### src/rtl/aes_ctrl_pkg.sv
// aes_ctrl_pkg: shared state type, byte-count constants and byte-lane helper for the AES byte-stream controller
package aes_ctrl_pkg;
  typedef enum logic [1:0] {COLLECT, LAUNCH, WAIT, DRAIN} state_t;
  localparam int CNT_W = 5;
  localparam logic [CNT_W-1:0] BLOCK_BYTES = 5'd16;
  localparam logic [CNT_W-1:0] LAST_BYTE = 5'd15;
  function automatic logic [7:0] head_byte(input logic [127:0] d, input bit msb);
    return msb ? d[127:120] : d[7:0];
  endfunction
endpackage

### src/rtl/aes_byte_shreg.sv
// aes_byte_shreg: 128-bit byte shift register with parallel load; MSB_FIRST picks which end the first byte occupies
module aes_byte_shreg #(
  parameter bit MSB_FIRST = 1'b1
) (
  input  logic         clk,
  input  logic         reset,
  input  logic         load,
  input  logic [127:0] load_data,
  input  logic         shift,
  input  logic [7:0]   in_byte,
  output logic [127:0] data
);
  // load wins over shift; a shift drops the head byte and enters in_byte at the far end
  always_ff @(posedge clk) begin
    if (!reset) data <= '0;
    else if (load) data <= load_data;
    else if (shift) data <= MSB_FIRST ? {data[119:0], in_byte} : {in_byte, data[127:8]};
  end
endmodule

### src/rtl/aes_byte_stream_ctrl.sv
// aes_byte_stream_ctrl: byte-stream front end for the AES-128 core; define AES_CTRL_TIMEOUT_EN for the WAIT timeout and err flag
module aes_byte_stream_ctrl
  import aes_ctrl_pkg::*;
#(
  parameter int TIMEOUT_CYCLES = 64,
  parameter bit MSB_FIRST = 1'b1
) (
  input  logic         clk,
  input  logic         reset,
  input  logic [7:0]   in_data,
  input  logic         in_is_key,
  input  logic         in_valid,
  output logic         in_ready,
  output logic [7:0]   out_data,
  output logic         out_valid,
  input  logic         out_ready,
  output logic         aes_ld,
  output logic [127:0] aes_key,
  output logic [127:0] aes_text_in,
  input  logic         aes_done,
  input  logic [127:0] aes_text_out,
  output logic         busy,
  output logic         err
);
  state_t state, state_nx;
  logic [CNT_W-1:0] key_cnt, pt_cnt, out_cnt;
  logic key_ok, go, key_acc, pt_acc, cap, out_acc, last_out, tout;
  logic [127:0] out_q;
  if (TIMEOUT_CYCLES < 16 || TIMEOUT_CYCLES > 65535) begin : g_bad_timeout
    $error("TIMEOUT_CYCLES must lie in 16..65535");
  end
  assign go = state == COLLECT && pt_cnt == BLOCK_BYTES && key_ok;
  assign key_acc = in_valid && in_ready && in_is_key;
  assign pt_acc = in_valid && in_ready && !in_is_key;
  assign cap = state == WAIT && aes_done;
  assign out_acc = state == DRAIN && out_ready;
  assign last_out = out_acc && out_cnt == LAST_BYTE;
  assign out_data = head_byte(out_q, MSB_FIRST);
  aes_byte_shreg #(.MSB_FIRST(MSB_FIRST)) u_key (
    .clk(clk), .reset(reset), .load(1'b0), .load_data('0),
    .shift(key_acc), .in_byte(in_data), .data(aes_key)
  );
  aes_byte_shreg #(.MSB_FIRST(MSB_FIRST)) u_text (
    .clk(clk), .reset(reset), .load(1'b0), .load_data('0),
    .shift(pt_acc), .in_byte(in_data), .data(aes_text_in)
  );
  aes_byte_shreg #(.MSB_FIRST(MSB_FIRST)) u_out (
    .clk(clk), .reset(reset), .load(cap), .load_data(aes_text_out),
    .shift(out_acc), .in_byte(8'h00), .data(out_q)
  );
  // next state and handshake outputs; inputs close as soon as a complete block is ready to launch
  always_comb begin
    state_nx = go ? LAUNCH : state == LAUNCH ? WAIT : cap ? DRAIN : (last_out || tout) ? COLLECT : state;
    in_ready = state == COLLECT && !go && (in_is_key || pt_cnt < BLOCK_BYTES);
    aes_ld = state == LAUNCH;
    out_valid = state == DRAIN;
    busy = state != COLLECT;
  end
  // state register and byte counters; a key byte arriving with key_ok set starts a fresh key
  always_ff @(posedge clk) begin
    if (!reset) begin
      state <= COLLECT;
      key_cnt <= '0;
      pt_cnt <= '0;
      out_cnt <= '0;
      key_ok <= 1'b0;
    end else begin
      state <= state_nx;
      if (key_acc) begin
        key_ok <= !key_ok && key_cnt == LAST_BYTE;
        key_cnt <= key_ok ? CNT_W'(1) : key_cnt == LAST_BYTE ? '0 : key_cnt + 1'b1;
      end
      pt_cnt <= (last_out || tout) ? '0 : pt_acc ? pt_cnt + 1'b1 : pt_cnt;
      out_cnt <= cap ? '0 : out_acc ? out_cnt + 1'b1 : out_cnt;
    end
  end
`ifdef AES_CTRL_TIMEOUT_EN
  logic [15:0] tcnt;
  logic err_q;
  assign tout = state == WAIT && !aes_done && tcnt == 16'(TIMEOUT_CYCLES - 1);
  assign err = err_q;
  // WAIT cycle counter and sticky timeout flag; a done on the final cycle still captures
  always_ff @(posedge clk) begin
    if (!reset) begin
      tcnt <= '0;
      err_q <= 1'b0;
    end else begin
      tcnt <= state == WAIT ? tcnt + 1'b1 : '0;
      err_q <= err_q || tout;
    end
  end
`else
  assign tout = 1'b0;
  assign err = 1'b0;
`endif
endmodule
### config.mk
export PLATFORM = sky130hd
export DESIGN_NAME = aes_byte_stream_ctrl
export DESIGN_NICKNAME = d
export VERILOG_FILES = /design/src/rtl/aes_ctrl_pkg.sv /design/src/rtl/aes_byte_shreg.sv /design/src/rtl/aes_byte_stream_ctrl.sv
export SDC_FILE = /design/constraint.sdc
export NUM_CORES = 1
export LEC_CHECK = 0
export BUFFER_PORTS_ARGS = -buffer_cell sky130_fd_sc_hd__buf_2
export CAP_MARGIN = 15
export CORE_ASPECT_RATIO = 0.5
export CORE_MARGIN = 2
export CORE_UTILIZATION = 41
export DETAILED_ROUTE_END_ITERATION = 12
export MAX_ROUTING_LAYER = met4
export PLACE_DENSITY = 0.64
export SLEW_MARGIN = 20
export SYNTH_ARGS = -nofsm -noshare
export SYNTH_HDL_FRONTEND = slang
export SYNTH_SLANG_ARGS = --single-unit
### constraint.sdc
create_clock -name clk -period 2.3 [get_ports clk]
set_clock_uncertainty 0.1 [all_clocks]
set_input_delay 0.575 -clock clk [delete_from_list [all_inputs] [get_ports clk]]
set_output_delay 0.575 -clock clk [all_outputs]
set_load 0.01 [all_outputs]
* Word level (Yosys, flattened, before mapping) *
Cells that the tools add are included.
W data, S select, Z words.

storage, ports and cells
  input bits = 142
  bits in registers = 402
  output and inout bits = 269
  word-level logic and storage cells = 51

operators by class
  equal/unequal tests = 6
  reduce and logical (&&, ||, !) cells = 23
  bitwise gates (word level) = 1
  $add $sub $neg = 3
  order comparisons = 1
  multiplexer cells = 8

operator list
  cell                   count
  $mux W128              2
  $add A5 B1 Y5 const B  3
  $logic_and A1 B1 Y1    11
  $eq A5 B4 Y1 const B   2
  $mux W5                2
  $mux W2                3
  $reduce_or A2 Y1       3
  $eq A5 B5 Y1 const B   1
  $lt A5 B5 Y1 const B   1
  $eq A2 B2 Y1 const B   2
  $reduce_bool A2 Y1     2
  $reduce_bool A4 Y1     1
  $logic_not A1 Y1       3
  $reduce_bool A3 Y1     1
  $eq A2 B1 Y1 const B   1
  $logic_not A2 Y1       1
  $logic_or A1 B1 Y1     1
  $mux W1                1
  $not A1 Y1             1

* Longest topological paths before layout *
  depth in word-level cells = 8
  mapped depth = 9
  depth with buffers taken out = 6

* Hierarchy *
Synthesis repeated with hierarchy kept, for this count alone.

second synthesis, totals
  cell total of the unflattened synthesis = 1808
  area, all modules = 20444.6 µm²

modules (own cells, without submodules)
  module                cells an instance  sequential area each (µm²)  instances  area each (µm²)
  aes_byte_shreg        568                2562.5                      3          6505.0
  aes_byte_stream_ctrl  104                360.3                       1          929.6

* Worst setup path after synthesis *
No wires, ideal clock.

  path type = input to register
  start point = input port in_valid
  end point = register key_cnt[3]
  stages = 4
  buffers on the path = 0
  data required time = 2126 ps
  library setup time = 74 ps
  arrival = 1616 ps
  path slack = 510 ps
  cells stage by stage = nor3b_4 -> o211ai_4 -> or4_1 -> a31oi_1

on the way
  longest elaborated chain between the ends = 2

ends and longest elaborated chain
  item                              line                        RTL
  start, declared                   aes_byte_stream_ctrl.sv:12  input logic in_valid,
  $logic_and A1 B1 Y1 (2 in a row)  aes_byte_stream_ctrl.sv:33  assign key_acc = in_valid && in_ready && in_is_key;
  end signal, assigned              aes_byte_stream_ctrl.sv:71  key_cnt <= key_ok ? CNT_W'(1) : key_cnt == LAST_BYTE ? '0 : key_cnt + 1'b1;
  end, declared                     aes_byte_stream_ctrl.sv:26  logic [CNT_W-1:0] key_cnt, pt_cnt, out_cnt;

Every way passes these cells.
A chain may end at the register's enable or synchronous reset.

* Final worst setup path *
  start point = register pt_cnt[0]
  end point = output port in_ready

on the way
  longest elaborated chain between the ends = 6
  elaborated cells between the ends (all ways) = 8
  classes of those cells = order compare: 1; eq/ne: 1; reduce/logical: 6

ends and longest elaborated chain
  item                                                                  line                        RTL
  start, declared                                                       aes_byte_stream_ctrl.sv:26
  start signal, assigned                                                aes_byte_stream_ctrl.sv:73  pt_cnt <= (last_out || tout) ? '0 : pt_acc ? pt_cnt + 1'b1 : pt_cnt;
  parallel branches: the longest is 5 deep, another holds $lt A5 B5 Y1  --
  $logic_and A1 B1 Y1 *                                                 aes_byte_stream_ctrl.sv:54  in_ready = state == COLLECT && !go && (in_is_key || pt_cnt < BLOCK_BYTES);
  end, declared                                                         aes_byte_stream_ctrl.sv:13  output logic in_ready,

Every way passes the cells marked *.

==> flow_summary.ini <==
[status]
status = finished clean

[sta]
max_freq_mhz = 449
finalHoldViolations = 0
rsz0062_at_grt = false
worst_slack_ns = 0.0738
fin_crit_ns = 2.23
fin_crit_sh = 0.968
slew_viol_final = 0
finalSetupTns_ns = 0
setup_viol = 0

[run]
maxCapViolCount = 0

[worst_setup_path]
cp_slowest_cell = dfxtp_4
critical_path_buf_inv_count = 2
cp_top_family = flip-flops
cp_cell_sequence = inv_2 > ha_4 > nand4bb_4 > o221a_4 > buf_4
arrival_ns = 1.55
path_class = flop to output pin
crit_path_end_kind = output pin
worst-path-max-fanout = 3
worstPathRequired_ns = 1.62
max_stage_delay_ns = 0.35
start_kind = flop

[synthesis]
synth_mux_area_frac = 0
synth_xor_area_frac = 0.00352
synth_area_per_cell_um2 = 7.93
synth.distinct_cells = 37
yosysSeqAreaShare = 0.539
synth_fp_nets = 2030
synth_compound_area_frac = 0.178
synth_simple_gate_area_frac = 0.222
synthAdderAreaFrac = 0.00419
syn_inst = 1883
synth_area_um2 = 14900
synth_top_family_by_area = simple AND/OR/NAND/NOR gates
yosys_register_bits = 402
yosysWarnings = 0

[die]
die_area_um2 = 38100
io_pins = 411
initial_core_util = 0.416
rows = 49
die_x_um = 274
core_um2 = 35900
die_y_um = 139

[power_and_ir_drop]
p_clk_frac = 0.454
combPwrFrac = 0.042
p_sw_frac = 0.222
ir_worst_vdd_mv = 0.551
seq_power_share = 0.504
power.switching_mw = 3.09
power.internal_mw = 10.8
p_per_area_nw_per_um2 = 740
power_leakage_nw = 7.39

[global_routing]
groute.usage.overall = 0.216
grt_pass1_vias = 12400
grt_max_degree = 88
antenna_found_initial = 3
grt-ovfl-total = 0
grt_pass1_wl_um = 65900

[cells_and_area]
layout_common_cells = nand2_1, buf_2, dfxtp_1
nets = 2365
final_layout_size_suffix_gt1_frac = 0.238
final_common_cell = nand2_1
syn_to_final_growth_pct = 25.9

[route]
ant_nets = 0
vias = 13500
drtPass1Iterations = 5
viasPerCell = 4.95
drt_iter0_markers = 916
drc = 0
wire_per_inst_um = 15.3
routed_wl_um = 41800

[clock_network]
cts_tree = yes
htree_levels = 2
cts_root_buffer = clkbuf_16
clk_latency_ns = 0.52
clkTransAtPathRegs_ns = 0.07
clkSinkCount = 402
cts_buffer_depth = 3
numCtsBuffers = 38

[min_path]
hold_class = primary input to flop

[placement]
hpwl_um = 28000
portBuffers = 409
pre_cts_ws_ns = 0.230
place.gp.congestion = 0.845
-- metal layers --
| layer | wire [µm] | global-route usage | share of wire | vias to the layer above |
|---|---|---|---|---|
| met2 | 20000 | 0.338 | 0.48 | 293 |
| met5 | 0 | - | 0 | - |
| met1 | 18800 | 0.282 | 0.45 | 6205 |
| li1 | - | - | - | 6929 |
| met3 | 1780 | 0.0379 | 0.043 | 79 |
| met4 | 1280 | 0.0727 | 0.031 | 0 |
-- worst min-delay path, cell delays in order --
cell and delay (ns):
buf_2 0.10, nand2_1 0.05, a21oi_1 0.05
-- stage by stage --
step	util	instances	hold slack (ns)	area [µm²]	total power, mW
final	0.523	2731	0.195	18800	13.9
after global routing	0.523	2731	0.181	18800	14.4
after CTS	0.522	2727	0.166	18800	14.1
after detailed placement	0.487	2660	0.343	17500	7.75
after global placement	0.487	2660	0.340	17500	7.75
after floorplan	-	1883	0.336	14900	7.46
-- area by class of cell --
type                    instances  area (µm²)
inverters                       9        43.8
repair buffers                458        2690
flip-flops and latches        402        8050
well taps                     484         606
clock buffers                  57        1170
clock inverters                 9        70.1
multi-input cells            1309        6160
fillers                      3640       17100
diodes                          3        7.51
-- Yosys cell counts (all sizes together) --
library cell | n | area share
nand3b | 1 | 0.00050
nor3b | 1 | 0.0013
clkinv | 1 | 0.00025
a311oi | 87 | 0.051
buf | 77 | 0.029
o211ai | 1 | 0.0014
ha | 5 | 0.0042
xnor2 | 2 | 0.0012
a22oi | 42 | 0.021
or3 | 3 | 0.0013
and2 | 1 | 0.00042
a41oi | 1 | 0.00059
o21ai | 1 | 0.00033
a21oi | 295 | 0.099
nor2b | 1 | 0.00042
a211oi | 1 | 0.00050
xor2 | 4 | 0.0023
and3b | 1 | 0.00059
nand4b | 1 | 0.00059
nand4 | 4 | 0.0017
o211a | 2 | 0.0013
nor2 | 107 | 0.027
o221a | 1 | 0.00075
nand4bb | 1 | 0.00075
nand3 | 3 | 0.0010
nand2b | 1 | 0.00042
inv | 8 | 0.0020
dfxtp | 402 | 0.54
conb | 1 | 0.00025
clkbuf | 86 | 0.022
nand2 | 733 | 0.18
or4 | 1 | 0.00050
a31oi | 3 | 0.0013
and3 | 3 | 0.0013
a221oi | 1 | 0.00059
-- logic make-up after synthesis --
kind of cell    Yosys count
other cells               1
fa+ha+maj                 5
compound gates          435
xor+xnor                  6
simple gates            862
buf+inv                 172
flops                   402
-- power by group through the flow --
stage / Clock [mW] / Sequential, mW / Combinational [mW]
2_1_floorplan: 0 / 7.17 / 0.292
3_3_place_gp: 0 / 7.17 / 0.581
3_5_place_dp: 0 / 7.17 / 0.581
4_1_cts: 6.48 / 7.01 / 0.588
5_1_grt: 6.78 / 7.01 / 0.645
6_report: 6.31 / 7.01 / 0.587
-- registers in the layout, indices dropped and copies added (netlist names) --
signal       count
pt_cnt           5
u_key.data     128
u_text.data    128
key_cnt          5
out_cnt          5
key_ok           1
state            2
u_out.data     128
-- what timing repair did --
action	CTS	global route
gates resized for setup	8	4
setup endpoints to repair	1	1
pin swaps	1	1
hold buffers	0	0
buffers inserted	1	1
-- worst paths after layout --
check	startpoint	to	slack [ns]	cells after the start
setup reg to reg	pt_cnt[0]	u_key.data[17]	0.43	9
setup / recovery	pt_cnt[0]	in_ready	0.07	5
hold / removal	in_data[4]	u_key.data[4]	0.19	3
hold reg to reg	u_text.data[122]	u_text.data[122]	0.35	2
(Power assumes the default switching activity.)
